===== src/rtl/alu_operand_select_if.sv =====
// Operand-select bus: request side (sources, selects, valid) and the
// registered operand pair handed to the ALU with its own valid/ready.
interface alu_operand_select_if #(
    parameter int WIDTH   = 16,
    parameter int NUM_SRC = 4,
    parameter int SEL_W   = $clog2(NUM_SRC + 1)
);
    logic [NUM_SRC*WIDTH-1:0] SrcData;
    logic [WIDTH-1:0]         ResultIn;
    logic [SEL_W-1:0]         SelA;
    logic [SEL_W-1:0]         SelB;
    logic                     Swap;
    logic                     InValid;
    logic                     InReady;
    logic [WIDTH-1:0]         OutA;
    logic [WIDTH-1:0]         OutB;
    logic                     OutValid;
    logic                     OutReady;
    logic                     SelErr;
    logic                     ErrClr;

    modport master (
        output SrcData, ResultIn, SelA, SelB, Swap, InValid, OutReady, ErrClr,
        input  InReady, OutA, OutB, OutValid, SelErr
    );

    modport slave (
        input  SrcData, ResultIn, SelA, SelB, Swap, InValid, OutReady, ErrClr,
        output InReady, OutA, OutB, OutValid, SelErr
    );
endinterface


===== src/rtl/alu_operand_select.sv =====
// Dual ALU operand selector feeding a 2-entry skid FIFO (head + skid).
// Optional macro OPSEL_BYPASS_EN: select index NUM_SRC picks ResultIn.
module alu_operand_select #(
    parameter int WIDTH   = 16,
    parameter int NUM_SRC = 4,
    parameter int SEL_W   = $clog2(NUM_SRC + 1)
) (
    input logic                 CLK,
    input logic                 Reset_n,
    alu_operand_select_if.slave bus
);

`ifdef OPSEL_BYPASS_EN
    localparam bit BYPASS = 1'b1;
`else
    localparam bit BYPASS = 1'b0;
`endif
    localparam logic [SEL_W-1:0] RES_IDX = SEL_W'(NUM_SRC);

    typedef enum logic [1:0] {
        EMPTY = 2'd0,
        ONE   = 2'd1,
        FULL  = 2'd2
    } fill_t;

    fill_t            state, state_nxt;
    logic             in_ready, out_valid;
    logic             push, pop;
    logic             load_head_new, load_head_skid, load_skid;
    logic [WIDTH-1:0] sel_a_p0, sel_b_p0, new_a_p0, new_b_p0;
    logic             bad_p0;
    logic [WIDTH-1:0] head_a_p1, head_b_p1, skid_a_p1, skid_b_p1;
    logic             sel_err;

    function automatic logic [WIDTH-1:0] pick(
        input logic [SEL_W-1:0]         sel,
        input logic [NUM_SRC*WIDTH-1:0] src,
        input logic [WIDTH-1:0]         res
    );
        logic [WIDTH-1:0] v;
        v = '0;
        for (int i = 0; i < NUM_SRC; i++) begin
            if (sel == SEL_W'(i)) v = src[i*WIDTH +: WIDTH];
        end
        if (BYPASS && (sel == RES_IDX)) v = res;
        return v;
    endfunction

    function automatic logic out_of_range(input logic [SEL_W-1:0] sel);
        return BYPASS ? (sel > RES_IDX) : (sel >= RES_IDX);
    endfunction

    // Stage p0: combinational selection of the request being offered
    always_comb begin
        sel_a_p0 = pick(bus.SelA, bus.SrcData, bus.ResultIn);
        sel_b_p0 = pick(bus.SelB, bus.SrcData, bus.ResultIn);
        new_a_p0 = bus.Swap ? sel_b_p0 : sel_a_p0;
        new_b_p0 = bus.Swap ? sel_a_p0 : sel_b_p0;
        bad_p0   = out_of_range(bus.SelA) || out_of_range(bus.SelB);
    end

    assign in_ready  = (state != FULL);
    assign out_valid = (state != EMPTY);
    assign push      = bus.InValid && in_ready;
    assign pop       = out_valid && bus.OutReady;

    always_comb begin
        state_nxt      = state;
        load_head_new  = 1'b0;
        load_head_skid = 1'b0;
        load_skid      = 1'b0;
        case (state)
            EMPTY: begin
                if (push) begin
                    load_head_new = 1'b1;
                    state_nxt     = ONE;
                end
            end
            ONE: begin
                if (push && pop) begin
                    load_head_new = 1'b1;
                end else if (push) begin
                    load_skid = 1'b1;
                    state_nxt = FULL;
                end else if (pop) begin
                    state_nxt = EMPTY;
                end
            end
            FULL: begin
                if (pop) begin
                    load_head_skid = 1'b1;
                    state_nxt      = ONE;
                end
            end
            default: state_nxt = EMPTY;
        endcase
    end

    // Stage p1: head/skid storage and sticky error flag
    always_ff @(posedge CLK or negedge Reset_n) begin
        if (!Reset_n) begin
            state     <= EMPTY;
            head_a_p1 <= '0;
            head_b_p1 <= '0;
            sel_err   <= 1'b0;
        end else begin
            state <= state_nxt;
            if (load_head_new) begin
                head_a_p1 <= new_a_p0;
                head_b_p1 <= new_b_p0;
            end else if (load_head_skid) begin
                head_a_p1 <= skid_a_p1;
                head_b_p1 <= skid_b_p1;
            end
            if (push && bad_p0) sel_err <= 1'b1;
            else if (bus.ErrClr) sel_err <= 1'b0;
        end
    end

    always_ff @(posedge CLK) begin
        if (load_skid) begin
            skid_a_p1 <= new_a_p0;
            skid_b_p1 <= new_b_p0;
        end
    end

    assign bus.InReady  = in_ready;
    assign bus.OutValid = out_valid;
    assign bus.OutA     = head_a_p1;
    assign bus.OutB     = head_b_p1;
    assign bus.SelErr   = sel_err;

endmodule


===== src/flat_wrapper.sv =====
// flat-port wrapper written by rule: the top's interface ports become plain ports
module alu_operand_select_flat 
#(
    parameter int WIDTH   = 16,
    parameter int NUM_SRC = 4,
    parameter int SEL_W   = $clog2(NUM_SRC + 1)
)
  (CLK, Reset_n, bus_SrcData, bus_ResultIn, bus_SelA, bus_SelB, bus_Swap, bus_InValid, bus_OutReady, bus_ErrClr, bus_InReady, bus_OutA, bus_OutB, bus_OutValid, bus_SelErr);
  alu_operand_select_if #(.WIDTH(WIDTH), .NUM_SRC(NUM_SRC), .SEL_W(SEL_W)) bus_i ();
  input logic CLK;
  input logic Reset_n;
  input wire logic [$bits(bus_i.SrcData)-1:0] bus_SrcData;
  input wire logic [$bits(bus_i.ResultIn)-1:0] bus_ResultIn;
  input wire logic [$bits(bus_i.SelA)-1:0] bus_SelA;
  input wire logic [$bits(bus_i.SelB)-1:0] bus_SelB;
  input wire logic [$bits(bus_i.Swap)-1:0] bus_Swap;
  input wire logic [$bits(bus_i.InValid)-1:0] bus_InValid;
  input wire logic [$bits(bus_i.OutReady)-1:0] bus_OutReady;
  input wire logic [$bits(bus_i.ErrClr)-1:0] bus_ErrClr;
  output wire logic [$bits(bus_i.InReady)-1:0] bus_InReady;
  output wire logic [$bits(bus_i.OutA)-1:0] bus_OutA;
  output wire logic [$bits(bus_i.OutB)-1:0] bus_OutB;
  output wire logic [$bits(bus_i.OutValid)-1:0] bus_OutValid;
  output wire logic [$bits(bus_i.SelErr)-1:0] bus_SelErr;
  assign bus_i.SrcData = bus_SrcData;
  assign bus_i.ResultIn = bus_ResultIn;
  assign bus_i.SelA = bus_SelA;
  assign bus_i.SelB = bus_SelB;
  assign bus_i.Swap = bus_Swap;
  assign bus_i.InValid = bus_InValid;
  assign bus_i.OutReady = bus_OutReady;
  assign bus_i.ErrClr = bus_ErrClr;
  assign bus_InReady = bus_i.InReady;
  assign bus_OutA = bus_i.OutA;
  assign bus_OutB = bus_i.OutB;
  assign bus_OutValid = bus_i.OutValid;
  assign bus_SelErr = bus_i.SelErr;
  alu_operand_select #(.WIDTH(WIDTH), .NUM_SRC(NUM_SRC), .SEL_W(SEL_W)) u_core (.CLK(CLK), .Reset_n(Reset_n), .bus(bus_i));
endmodule

===== config.mk =====
export PLATFORM = sky130hd
export DESIGN_NAME = alu_operand_select_flat
export DESIGN_NICKNAME = d
export VERILOG_FILES = /design/src/rtl/alu_operand_select_if.sv /design/src/rtl/alu_operand_select.sv /design/src/flat_wrapper.sv
export SDC_FILE = /design/constraint.sdc
export NUM_CORES = 1
export LEC_CHECK = 0
export BUFFER_PORTS_ARGS = -buffer_cell sky130_fd_sc_hd__buf_2
export CORE_AREA = 2 2 99 101
export DETAILED_ROUTE_END_ITERATION = 12
export DIE_AREA = 0 0 101 103
export GPL_TIMING_DRIVEN = 1
export HOLD_SLACK_MARGIN = 0.1
export PLACE_DENSITY = 0.68
export SLEW_MARGIN = 20
export SYNTH_ARGS = -nofsm -noshare
export SYNTH_HDL_FRONTEND = slang
export SYNTH_SLANG_ARGS = --single-unit

===== constraint.sdc =====
create_clock -name CLK -period 3.35 [get_ports CLK]
set_clock_uncertainty 0.15 [all_clocks]
set_input_delay 0.1675 -clock CLK [delete_from_list [all_inputs] [get_ports CLK]]
set_output_delay 0.1675 -clock CLK [all_outputs]
set_load 0.05 [all_outputs]

==> out/results.txt, run 1 <==
outcome = complete, no violations
Primary FF master, synth = dfrtp_1
Mapped Area = 4120 µm²
total global routing overflow = 0
critical path arrival = 2.31 ns
library cells used by synthesis = 37
Post-synth EDFFs = 32
Worst slew margin = 32.9%
Root Buffer = clkbuf_8
leakage power = 0.00222 µW
clock share of power = 21.5%
YS warnings = 0
Synth async-reset ratio = 52.2%
Vias = 3255
Power Dens Cells = 553 nW/µm²
IO Port Bufs = 110
WS Path Type = register to register
share of layout cells above drive strength 1 = 53.1%
vias in the first global route = 3330
WL/cell = 19.2 µm
worst slew pin tran = 1.00 ns
die area = 10400 µm²
pin count of the biggest net entering global routing = 37
Placed Cells = 527
mean post-synth cell area = 12.7 µm²
initial antenna violation count = 0
1st-iter DRT viols = 125
cts hold-fix bufs = 8
post-synthesis sequential area ratio = 44.6%
GR Util All Layers = 20.7%
Syn Nets = 416
P&R area growth vs syn = 21.7%
Combinational Power Share = 39.5%
H-tree depth = 3
endpoints failing hold = 0
CP Capture Type = register
WHS = 0.156 ns
Post-Route Utilization = 53.0%
final setup fails = 0
Initial Util = 43.6%
Switching Share = 38.4%
Worst setup SP type = register
Sequential Power Share = 39.0%
CTS clk-pin slew, worst paths = 0.07 ns
DR pass1 iterations = 4
Hold Crit Class = input port to register
Switching Power = 1070 µW
die width = 101 µm
nets@finish = 524
Max VDD drop = 0.212 mV
Final GP Congestion = 0.793
Antenna Cells = 0
clock latency on the worst-skew pair = 0.33 ns
Gate Count Post-Synth = 324
cts repair resizes = 0
first-pass GRT wire length = 16400 µm
max-slew violation count = 0
drt total wl = 10600 µm
Max clock buf depth = 2
max_cap viols = 0
Synth Register Bits = 67
highest clock rate = 446 MHz
period utilisation layout = 66.9%
Worst EP required = 3.41 ns
row cnt = 36
setup bufs post-CTS = 0
# IOs = 127
post-route setup TNS = 0 ns
core footprint = 9460 µm²
fin cells = 551
Final min period = 2.24 ns
antenna viol nets, final = 0
Die Height = 103 µm
CTS Buf Count = 9
DRC violations left = 0
peak fanout along the critical path = 21
CTS Sinks = 67
Internal = 1710 µW
CTS tree = done
Via density = 5.91
RSZ-0062 raised after global routing = false
Filler Cells Inserted = 848
Detail Placement HPWL = 7110 µm
[stage by stage]
| step | power, µW | setup slack, ns | area, µm² |
|---|---|---|---|
| finish | 2770 | 1.11 | 5020 |
| global route | 2910 | 0.987 | 5020 |
| CTS | 2790 | 1.09 | 5020 |
| detailed placement | 2190 | 0.851 | 4760 |
| global placement | 2160 | 0.902 | 4760 |
| floorplan | 1900 | 0.848 | 4120 |
[power groups by stage]
stage / clock network, µW / logic (µW) / registers (µW)
after floorplan: 0 / 425 / 1470
after global placement: 0 / 1070 / 1090
after detailed placement: 0 / 1090 / 1100
after CTS: 608 / 1100 / 1080
after global routing: 645 / 1160 / 1100
final: 597 / 1090 / 1080
[area by class of cell]
cell class | count | area, µm² | area share [%]
Clock buffer | 14 | 163 | 3.24
Clock inverter | 2 | 10.0 | 0.200
Inverter | 4 | 15.0 | 0.299
Multi-Input combinational cell | 226 | 2160 | 43.1
Sequential cell | 67 | 1840 | 36.6
Tap cell | 114 | 143 | 2.84
Timing Repair Buffer | 124 | 688 | 13.7
[state kept, by name, indices dropped and copies added, names as in the netlist]
name,count
u_core.skid_a_p1,16
u_core.bus.OutA,16
u_core.state,2
u_core.skid_b_p1,16
u_core.bus.SelErr,1
u_core.bus.OutB,16
[cells in the mapped netlist (all sizes together), types with 3 or more instances]
library cell	number	area, µm²
mux2	93	1050
dfrtp	35	876
edfxtp	32	961
mux2i	32	320
a22oi	30	225
o221ai	30	269
buf	16	85.1
clkbuf	11	41.3
inv	4	15.0
nand2	4	15.0
o22ai	4	25.0
nor2	3	11.3
nor2b	3	18.8
[worst paths after layout]
kind                            startpoint                  end  cells past startpoint  slack (ns)
max                        u_core.state[1]   u_core.bus.OutB[3]                      5        1.11
min                        bus_SrcData[40]  u_core.skid_a_p1[8]                      3        0.16
max reg2reg                u_core.state[1]   u_core.bus.OutB[3]                      5        1.11
min reg2reg                u_core.state[0]      u_core.state[0]                      1        0.38
max in group asynchronous          Reset_n  u_core.bus.OutB[14]                      2        2.16
min in group asynchronous          Reset_n   u_core.bus.OutA[1]                      2        0.34
[layer usage]
layer	GRT usage [%]	vias to the layer above	wire [µm]
met2	36.7	126	5360
met5	0	-	0
li1	-	1526	-
met3	3.39	13	624
met1	25.3	1590	4440
met4	8.11	0	177
[cell usage in the layout (no fill, tap or decap), types with 3 or more instances in the layout]
cell / instances
buf_2: 110
mux2_2: 92
dfrtp_1: 35
mux2i_1: 32
edfxtp_1: 32
a22oi_1: 30
o221ai_1: 29
clkbuf_8: 11
dlygate4sd3_1: 8
buf_4: 5
nand2_1: 4
inv_1: 4
o22ai_1: 4
nor2b_1: 3
clkbuf_1: 3
[critical path, cell delays in order (launching register included)]
cell     delay (ns)
dfrtp_1        0.43
nor2b_1        0.18
nand2_1        0.48
buf_12         0.26
mux2_2         0.34
mux2_2         0.26
[cells by family (layout without fill, tap and decap cells)]
kind of cell	after synthesis	after routing	synth area share, %
AO/OA/AOI/OAI	72	72	14.0
buffers and inverters	31	144	3.43
flip-flops	67	67	44.6
multiplexers	125	125	33.3
AND/OR/NAND/NOR	29	29	4.80
Note: power is estimated with default switching activity, not from simulation.
==> inputs of run 2 (changes only) <==
--- a/config.mk
+++ b/config.mk
@@ -11,7 +11,7 @@
 export DIE_AREA = 0 0 101 103
 export GPL_TIMING_DRIVEN = 1
 export HOLD_SLACK_MARGIN = 0.1
-export PLACE_DENSITY = 0.68
+export PLACE_DENSITY = 0.7
 export SLEW_MARGIN = 20
 export SYNTH_ARGS = -nofsm -noshare
 export SYNTH_HDL_FRONTEND = slang
==> constraint.sdc (replaced) <==
create_clock -name CLK -period 2 [get_ports CLK]
set_clock_uncertainty 0.15 [all_clocks]
set_input_delay 0.1 -clock CLK [delete_from_list [all_inputs] [get_ports CLK]]
set_output_delay 0.1 -clock CLK [all_outputs]
set_load 0.05 [all_outputs]
==> out/results.txt, run 2 (same netlist as run 1, synthesis figures left out) <==
Final min period = 1.97 ns
WHS = 0.109 ns
peak fanout along the critical path = 2
leakage power = 0.00248 µW
CTS clk-pin slew, worst paths = 0.08 ns
Hold Crit Class = input port to register
Via density = 5.93
Post-DP Area = 4920 µm²
GR Util All Layers = 22.9%
critical path arrival = 2.06 ns
Worst setup SP type = input port
design area = 5620 µm²
Power Dens Cells = 884 nW/µm²
total global routing overflow = 0
Antenna Cells = 0
period utilisation layout = 98.7%
Vias = 3580
Detail Placement HPWL = 7720 µm
Reg2Reg Setup Slack = 0.14 ns
max-slew violation count = 0
antenna viol nets, final = 0
Max VDD drop = 0.454 mV
hold depth = 3
first-pass GRT wire length = 18200 µm
H-tree depth = 3
WS Path Type = input port to register
core footprint = 9460 µm²
vias in the first global route = 3588
die width = 101 µm
drt total wl = 12000 µm
Initial Util = 43.6%
Placed Cells = 541
Post-Route Utilization = 59.4%
post-route setup TNS = 0 ns
CTS tree = done
FF-to-FF Start = u_core.state[1]
P&R area growth vs syn = 36.3%
DRC violations left = 0
outcome = complete, no violations
RSZ-0062 raised after global routing = false
Worst slew margin = 48.9%
max_cap viols = 0
nets@finish = 577
CTS Sinks = 67
row cnt = 36
Root Buffer = clkbuf_8
pin count of the biggest net entering global routing = 34
highest clock rate = 507 MHz
worst slew pin tran = 0.764 ns
Max clock buf depth = 2
most frequent cells in the layout = buf_2 (110), mux2_2 (92), dlygate4sd3_1 (46), dfrtp_1 (35)
IO Port Bufs = 110
Die Height = 103 µm
most common cell after layout, fill and taps aside = buf_2
Setup crit start = bus_SrcData[47]
initial antenna violation count = 0
clock latency on the worst-skew pair = 0.35 ns
CTS Buf Count = 9
Worst EP required = 2.09 ns
share of layout cells above drive strength 1 = 51.4%
WL/cell = 19.8 µm
fin cells = 604
Reg-to-Reg End = u_core.bus.OutB[6]
die area = 10400 µm²
# IOs = 127
Reg2Reg Depth = 5
Final GP Congestion = 0.831
crit path to = u_core.bus.OutB[15]
DR pass1 iterations = 6
CP Capture Type = register
1st-iter DRT viols = 185
endpoints failing hold = 0
final setup fails = 0
==> run 2: cell types whose count changed in the layout (fill, tap and decap cells not counted), sizes merged <==
| cell | change |
|---|---|
| clkinv | -1 |
| dlygate4sd3 | +38 |
| buf | +15 |
| clkbuf | -3 |
| clkinvlp | +3 |
| bufinv | +1 |
==> run 2: worst min path at each step <==
stage | startpoint | to | slack (ns)
2_1_floorplan | Reset_n | u_core.bus.OutA[0] | -0.35
3_3_place_gp | Reset_n | u_core.bus.OutA[11] | -0.004
3_5_place_dp | Reset_n | u_core.bus.OutA[11] | 0.001
4_1_cts | bus_SrcData[49] | u_core.skid_b_p1[1] | 0.10
5_1_grt | bus_SrcData[50] | u_core.skid_b_p1[2] | 0.13
6_report | bus_SrcData[26] | u_core.skid_b_p1[10] | 0.11
==> run 2: critical path, cell delays in order <==
cell and delay (ns):
dlygate4sd3_1 0.55, buf_2 0.13, mux2i_1 0.23, dlygate4sd3_1 0.60, o221ai_1 0.15, mux2_2 0.29
==> run 2: area by class of cell <==
cell class	count	area (µm²)
inverters	4	15.0
flip-flops and latches	67	1840
clock inverters	5	61.3
well taps	114	143
repair buffers	177	1230
fillers	771	3840
multi-input cells	226	2180
clock buffers	11	151
==> run 2: stage by stage <==
stage / power [µW] / setup WS, ns
floorplan: 3180 / 0.0152
global placement: 3670 / 0.0666
detailed placement: 3710 / 0.0176
CTS: 4980 / 0.0231
global route: 5190 / 0.0287
finish: 4970 / 0.0270
==> run 2: routing by layer <==
| layer | routed length (µm) | part of all wire (%) | global-route usage (%) | up-vias |
|---|---|---|---|---|
| met1 | 5190 | 43 | 29.8 | 1754 |
| li1 | - | - | - | 1632 |
| met5 | 0 | 0 | 0 | - |
| met3 | 714 | 6.0 | 5.02 | 19 |
| met2 | 5850 | 49 | 37.7 | 175 |
| met4 | 206 | 1.7 | 8.42 | 0 |
==> run 2: timing repair <==
| action | CTS | global route |
|---|---|---|
| resized for setup | 0 | 2 |
| endpoints found under the hold margin | 54 | 0 |
| hold buffers | 47 | 0 |
| setup endpoints to repair | 0 | 1 |
| buffers inserted | 0 | 1 |
==> run 2: report_power, final <==
part | internal (µW) | total [µW] | switching (µW)
registers | 1690 | 1800 | 111
clock network | 645 | 1200 | 550
logic | 741 | 1970 | 1230
==> inputs of run 3 (changes only) <==
--- a/config.mk
+++ b/config.mk
@@ -6,12 +6,12 @@
 export NUM_CORES = 1
 export LEC_CHECK = 0
 export BUFFER_PORTS_ARGS = -buffer_cell sky130_fd_sc_hd__buf_2
-export CORE_AREA = 2 2 99 101
+export CORE_AREA = 2 2 97 99
 export DETAILED_ROUTE_END_ITERATION = 12
-export DIE_AREA = 0 0 101 103
+export DIE_AREA = 0 0 99 101
 export GPL_TIMING_DRIVEN = 1
 export HOLD_SLACK_MARGIN = 0.1
-export PLACE_DENSITY = 0.7
+export PLACE_DENSITY = 0.73
 export SLEW_MARGIN = 20
 export SYNTH_ARGS = -nofsm -noshare
 export SYNTH_HDL_FRONTEND = slang
==> out/results.txt, run 3 (same netlist as run 1, synthesis figures left out) <==
outcome = complete, no violations
Die Height = 101 µm
CTS clk-pin slew, worst paths = 0.07 ns
Vias = 3362
pin count of the biggest net entering global routing = 37
row cnt = 35
first-pass GRT wire length = 16900 µm
die width = 99 µm
Detail Placement HPWL = 7070 µm
Placed Cells = 531
setup bufs post-CTS = 0
hold depth = 3
WL/cell = 19.0 µm
Switching Share = 37.1%
core footprint = 8980 µm²
highest clock rate = 520 MHz
cts repair resizes = 0
worst slew pin tran = 0.814 ns
Reg-to-Reg End = u_core.bus.OutB[5]
# IOs = 127
period utilisation layout = 96.2%
most common cell after layout, fill and taps aside = buf_2
P&R area growth vs syn = 27.9%
WHS = 0.108 ns
Worst EP required = 2.06 ns
Internal = 3020 µW
Switching Power = 1780 µW
CP Capture Type = register
share of layout cells above drive strength 1 = 52.4%
critical path arrival = 1.98 ns
DR pass1 iterations = 6
Final min period = 1.92 ns
WS Path Type = input port to register
fin cells = 567
endpoints failing hold = 0
Worst setup SP type = input port
Sequential Power Share = 37.6%
Reg2Reg Depth = 5
1st-iter DRT viols = 220
antenna viol nets, final = 0
Power Dens Cells = 911 nW/µm²
leakage power = 0.00233 µW
max-slew violation count = 0
post-route setup TNS = 0 ns
CTS Sinks = 67
clock share of power = 23.0%
Reg2Reg Setup Slack = 0.15 ns
clock latency on the worst-skew pair = 0.32 ns
Max clock buf depth = 2
die area = 10000 µm²
max_cap viols = 0
DRC violations left = 0
Antenna Cells = 0
Combinational Power Share = 39.4%
Hold Path End = u_core.skid_a_p1[14]
Root Buffer = clkbuf_8
Final GP Congestion = 0.780
GR Util All Layers = 22.0%
FF-to-FF Start = u_core.state[1]
Hold Crit Class = input port to register
IO Port Bufs = 110
Initial Util = 45.9%
Max VDD drop = 0.463 mV
CTS tree = done
cts hold-fix bufs = 21
nets@finish = 544
RSZ-0062 raised after global routing = false
vias in the first global route = 3342
Worst slew margin = 45.6%
H-tree depth = 3
drt total wl = 10800 µm
hold_sp = bus_SrcData[46]
final setup fails = 0
Via density = 5.93
peak fanout along the critical path = 3
CTS Buf Count = 9
initial antenna violation count = 0
total global routing overflow = 0
most frequent cells in the layout = buf_2 (110), mux2_2 (92), dfrtp_1 (35), mux2i_1 (32), edfxtp_1 (32)
[run 3: changes by cell type in the layout (fill, tap and decap cells not counted), sizes merged]
cell,change
dlygate4sd3,-25
buf,-8
clkinvlp,-3
clkbuf,+2
[run 3: power groups by stage]
stage	sequential (µW)	clock, µW	combinational [µW]
floorplan	2470	0	713
global placement	1830	0	1820
detailed placement	1840	0	1860
CTS	1810	1130	1900
global route	1830	1200	2000
finish	1810	1110	1890
[run 3: how the worst max path moves through the flow]
stage	startpoint	endpoint	slack, ns	depth (start not counted)
floorplan	u_core.state[1]	u_core.skid_a_p1[0]	0.02	2
global placement	bus_SelB[2]	u_core.bus.OutB[15]	0.02	5
detailed placement	bus_SelB[1]	u_core.bus.OutA[9]	0.13	6
CTS	bus_SrcData[23]	u_core.bus.OutA[7]	0.09	6
global route	bus_SrcData[23]	u_core.bus.OutA[7]	0.06	6
finish	bus_SrcData[23]	u_core.bus.OutA[7]	0.08	6
[run 3: per-stage QoR]
stage               util [%]  setup slack, ns  power (µW)  instance area [µm²]
floorplan                  -           0.0152        3180                 4130
global placement        54.2           0.0171        3650                 4860
detailed placement      54.2            0.135        3690                 4870
CTS                     58.7           0.0877        4840                 5270
global route            58.7           0.0558        5040                 5270
finish                  58.7           0.0766        4800                 5270
[run 3: area by class of cell]
| class | count | area (µm²) |
|---|---|---|
| clock inverter | 2 | 35.0 |
| fill | 732 | 3700 |
| multi-input combinational | 226 | 2170 |
| timing repair buffer | 144 | 921 |
| sequential | 67 | 1840 |
| inverter | 4 | 15.0 |
| clock buffer | 13 | 159 |
| tap | 111 | 139 |
[run 3: worst max-delay path: stages]
cell	delay, ns
dlygate4sd3_1	0.53
buf_2	0.14
and4bb_1	0.20
a22o_1	0.23
or4_4	0.51
mux2_2	0.27
[run 3: routing by layer]
layer  up-vias  GRT usage [%]  wire length [µm]
met2       145           38.3              5480
li1       1570              -                 -
met5         -              0                 0
met1      1630           26.8              4280
met4         0           8.75               207
met3        17           4.51               836
